File: config.mk
export PLATFORM = sky130hd
export DESIGN_NAME = demux_rr_ctrl
export DESIGN_NICKNAME = d
export VERILOG_FILES = /design/src/rtl/demux_rr_ctrl.sv
export SDC_FILE = /design/constraint.sdc
export NUM_CORES = 1
export LEC_CHECK = 0
export CAP_MARGIN = 20
export CORE_MARGIN = 1
export CORE_UTILIZATION = 30
export DETAILED_ROUTE_END_ITERATION = 8
export GPL_ROUTABILITY_DRIVEN = 0
export RECOVER_POWER = 100
export REMOVE_ABC_BUFFERS = 1
export SETUP_SLACK_MARGIN = 0.4
export SLEW_MARGIN = 0
export SYNTH_ARGS = -nofsm -noshare
export SYNTH_HDL_FRONTEND = slang
export SYNTH_SLANG_ARGS = --single-unit
File: constraint.sdc
create_clock -name clk -period 4.1 [get_ports clk]
set_input_delay 0.41 -clock clk [delete_from_list [all_inputs] [get_ports clk]]
set_output_delay 0.41 -clock clk [all_outputs]
set_load 0.01 [all_outputs]
File: src/rtl/demux_rr_ctrl.sv
// Round-robin scheduler that time-shares one 1-to-4 demux among four requesters.
// Optional grant extension via lock is compiled in with `define DEMUX_CTRL_LOCK_EN.
module demux_rr_ctrl #(
    parameter int DWELL = 4,
    parameter int GAP   = 1,
    parameter int CNT_W = 8
) (
    input  logic       clk,
    input  logic       reset,
    input  logic [3:0] req,
    input  logic       lock,
    output logic       sel_a,
    output logic       sel_b,
    output logic       en,
    output logic [3:0] gnt,
    output logic       busy
);

    localparam int DWELL_EFF = (DWELL < 1) ? 1 : DWELL;
    localparam logic [CNT_W-1:0] DWELL_LAST = CNT_W'(DWELL_EFF - 1);
    localparam logic [CNT_W-1:0] GAP_LAST   = CNT_W'((GAP < 1) ? 0 : GAP - 1);

    typedef enum logic [1:0] {
        S_IDLE,
        S_ACTIVE,
        S_GAP
    } state_t;

    state_t           state_q, state_d;
    logic [CNT_W-1:0] cnt_q, cnt_d;
    logic [1:0]       ptr_q, ptr_d;
    logic [1:0]       idx_q, idx_d;
    logic             en_q, en_d;
    logic [3:0]       gnt_q, gnt_d;
    logic             busy_q, busy_d;

    logic             pick_valid;
    logic [1:0]       pick_idx;
    logic [1:0]       cand;
    logic             leave;

`ifndef DEMUX_CTRL_LOCK_EN
    logic unused_lock;
    assign unused_lock = lock;
`endif

    // Scan from the farthest offset down so the requester closest to ptr wins.
    always_comb begin
        pick_valid = 1'b0;
        pick_idx   = ptr_q;
        cand       = 2'd0;
        for (int k = 3; k >= 0; k--) begin
            cand = ptr_q + 2'(k);
            if (req[cand]) begin
                pick_valid = 1'b1;
                pick_idx   = cand;
            end
        end
    end

    always_comb begin
        state_d = state_q;
        cnt_d   = cnt_q;
        ptr_d   = ptr_q;
        idx_d   = idx_q;
        en_d    = 1'b0;
        leave   = 1'b0;
        unique case (state_q)
            S_IDLE: begin
                if (pick_valid) begin
                    idx_d   = pick_idx;
                    cnt_d   = '0;
                    en_d    = 1'b1;
                    state_d = S_ACTIVE;
                end
            end
            S_ACTIVE: begin
                if (!req[idx_q]) begin
                    leave = 1'b1;
                end else if (cnt_q == DWELL_LAST) begin
`ifdef DEMUX_CTRL_LOCK_EN
                    if (lock) begin
                        cnt_d = '0;
                        en_d  = 1'b1;
                    end else begin
                        leave = 1'b1;
                    end
`else
                    leave = 1'b1;
`endif
                end else begin
                    cnt_d = cnt_q + CNT_W'(1);
                    en_d  = 1'b1;
                end
            end
            S_GAP: begin
                if (cnt_q == GAP_LAST) begin
                    state_d = S_IDLE;
                end else begin
                    cnt_d = cnt_q + CNT_W'(1);
                end
            end
            default: state_d = S_IDLE;
        endcase

        // Normal and early exits both rotate priority past the served index.
        if (leave) begin
            ptr_d   = idx_q + 2'd1;
            cnt_d   = '0;
            state_d = (GAP == 0) ? S_IDLE : S_GAP;
        end

        gnt_d  = en_d ? (4'b0001 << idx_d) : 4'b0000;
        busy_d = (state_d != S_IDLE);
    end

    always_ff @(posedge clk or posedge reset) begin
        if (reset) begin
            state_q <= S_IDLE;
            cnt_q   <= '0;
            ptr_q   <= 2'd0;
            idx_q   <= 2'd0;
            en_q    <= 1'b0;
            gnt_q   <= 4'b0000;
            busy_q  <= 1'b0;
        end else begin
            state_q <= state_d;
            cnt_q   <= cnt_d;
            ptr_q   <= ptr_d;
            idx_q   <= idx_d;
            en_q    <= en_d;
            gnt_q   <= gnt_d;
            busy_q  <= busy_d;
        end
    end

    assign sel_a = idx_q[0];
    assign sel_b = idx_q[1];
    assign en    = en_q;
    assign gnt   = gnt_q;
    assign busy  = busy_q;

endmodule

==> run summary <==
Status = completed
Slew Viols, Final = 0
Final net count = 158
H-tree levels = 1
Tot GR Track Use = 0.1360
Pre-CTS setup slack = 1.684 ns
Post-Synthesis Cells = 134
RR Endpoint = cnt_q[2]
CTS Buf Count = 3
Clk_skew = 0.006154 ns
CP endpoint = gnt[0]
Synth cell count leaders = dfrtp_1 (20), nand2_1 (17), inv_1 (11), nand3_1 (8)
Routed len/inst = 13.29 um
Post-synth top flop = dfrtp_1
Vias in the first global route = 944
WS Path Type = input pin to flop
RSZ-0062 raised after global routing = no
Placed cells = 188
Setup TNS = 0 ns
Die area = 4381 um2
Tightest Pin Transition = 0.8839 ns
Max Clock Freq = 0.4235 GHz
Die X = 66.19 um
Routed WL = 2552 um
Register area share after synthesis = 0.4049
Non-filler cells, final = 192
Number of diodes = 0
Max Root-Sink Buffers = 2
Grt ovf = 0
Post-synth EDFFs = 0
Cell Pwr Density = 633.3 nW/um2
Placed Area = 1371 um2
Async S/R FF share, synth = 1.000
CP Launch Type = input pin
Core Region = 3799 um2
Synth top area share = 0.4049
Cell variety after synth = 43
CTS Sinks = 20
Worst Setup SP = req[1]
Vias = 1,030
Post-synthesis register bit count = 20
Setup Viol. Count Final = 0
Cts-stage hold buffer count = 0
Mapped Avg Cell Area = 9.225 um2
Max-cap violations = 0
Hold Path Class = flop to flop
Cell taking the most area after synthesis = dfrtp_1
Top post-synthesis cells by area = dfrtp_1 (40%), ha_1 (6.1%), nand2_1 (5.2%)
I/O pin cnt = 15
HPWL Detailed = 1884 um
Layout cells sized above 1 = 0.05556
P_leak = 0.5955 nW
Die Y = 66.19 um
Starting Density = 0.3254
Core Rows = 22
Worst reg-to-reg setup slack = 1.90 ns
Initial antenna violation count = 0
Hold_ws = 0.5481 ns
Initial DRC Count = 57
Max-slew headroom = 0.4031
First-pass GRT wire length = 4478 um
Reg clk slew, reported paths = 0.08 ns
Cts repair resizes = 0
Count leader, synth = dfrtp_1
Setup crit end kind = flop
Clock Latency Late Sink = 0.26 ns
Final-report hold violation count = 0
DR DRC count = 0
Min Tclk post-route = 2.361 ns
CP arrival = 2.49 ns
Setup ws final = 1.739 ns
VDD IR max = 0.0002842 V
IO buf count = 13
Area growth, synth to finish = 14.07%
Critical Path RT = 4.23 ns
Yosys warns = 0
Post-route cell area = 1410 um2
CTS Root Cell = clkbuf_8
Routed Antenna Nets = 0
Pin count of the biggest net entering global routing = 21
Critical R2R Launch = cnt_q[3]
Final period utilization = 0.5759
Worst R2R Path Depth = 5
CTS tree = yes
Post-CTS Setup Inserts = 0
DR pass1 iterations = 4
Mean number of vias per cell = 5.365
Synth Cell Area = 1236 um2
Critical path peak fanout = 8
==> report_power, final <==
group / switching [mW] / internal [mW]
clock network: 0.0657 / 0.0855
logic: 0.255 / 0.178
registers: 0.0478 / 0.261
total: 0.369 / 0.524
==> cells by family (layout without fill, tap and decap cells) <==
kind of cell	count (synthesis)	count (layout)	share of synthesized area
flip-flops	20	20	0.4049
AND/OR/NAND/NOR	53	53	0.2126
XOR/XNOR	1	1	0.007086
AO/OA/AOI/OAI	34	34	0.2075
multiplexers	2	2	0.02936
buffers and inverters	18	28	0.07793
adder cells (fa/ha/maj)	6	6	0.06073
==> routing by layer <==
layer | up-vias | share of wire | GRT usage
li1 | 503 | - | -
met1 | 497 | 0.46 | 0.1782
met2 | 25 | 0.49 | 0.2168
met3 | 5 | 0.039 | 0.03276
met4 | 0 | 0.014 | 0.04787
met5 | - | 0 | 0
==> layout make-up <==
class                      count  area (um2)
timing repair buffer          13       130.1
multi-input combinational     96       623.1
clock buffer                   4       55.05
tap                           48       60.06
inverter                      11       41.29
sequential                    20       500.5
fill                         399        2389
==> worst min path at each step <==
| stage | start | end | slack, ns | depth (start not counted) |
|---|---|---|---|---|
| floorplan | reset | busy | 0.37 | 1 |
| global placement | cnt_q[0] | cnt_q[0] | 0.52 | 1 |
| detailed placement | cnt_q[0] | cnt_q[0] | 0.55 | 1 |
| CTS | cnt_q[0] | cnt_q[0] | 0.56 | 1 |
| global route | cnt_q[0] | cnt_q[0] | 0.60 | 1 |
| finish | cnt_q[0] | cnt_q[0] | 0.55 | 1 |
==> flip-flops by register name, indices dropped and copies added, names as in the netlist <==
register / count
idx_q: 2
gnt: 4
state_q: 2
cnt_q: 8
ptr_q: 2
busy: 1
en: 1
==> critical path, cell delays in order <==
cell and delay (ns):
dlygate4sd3_1 0.64, o41ai_1 0.85, o21ai_0 0.35, nand2b_1 0.19, nor2_1 0.05
==> layout by cell type, fill, tap and decap left out, types with 2 or more instances in the layout <==
| cell | synthesis | routed |
|---|---|---|
| nor3_1 | 5 | 5 |
| clkdlybuf4s50_1 | 0 | 3 |
| nor2_1 | 7 | 7 |
| nand2_1 | 17 | 18 |
| nand3_1 | 8 | 8 |
| nand4_1 | 2 | 2 |
| o211ai_1 | 4 | 4 |
| nand2b_1 | 2 | 2 |
| dfrtp_1 | 20 | 20 |
| a22oi_1 | 4 | 4 |
| o21ai_0 | 7 | 7 |
| o31ai_1 | 1 | 2 |
| ha_1 | 6 | 6 |
| nor2b_1 | 4 | 4 |
| inv_1 | 11 | 11 |
| a21oi_1 | 3 | 3 |
| and2_0 | 0 | 2 |
| dlygate4sd3_1 | 0 | 10 |
| clkbuf_8 | 1 | 4 |
| o22ai_1 | 2 | 2 |
| nor4_1 | 2 | 2 |
==> stage by stage <==
step / utilization / power (mW)
after floorplan: - / 0.6147
after global placement: 0.3610 / 0.7625
after detailed placement: 0.3610 / 0.7740
after CTS: 0.3755 / 0.9295
after global routing: 0.3712 / 0.9700
final: 0.3712 / 0.8930
(Power assumes the default switching activity.)
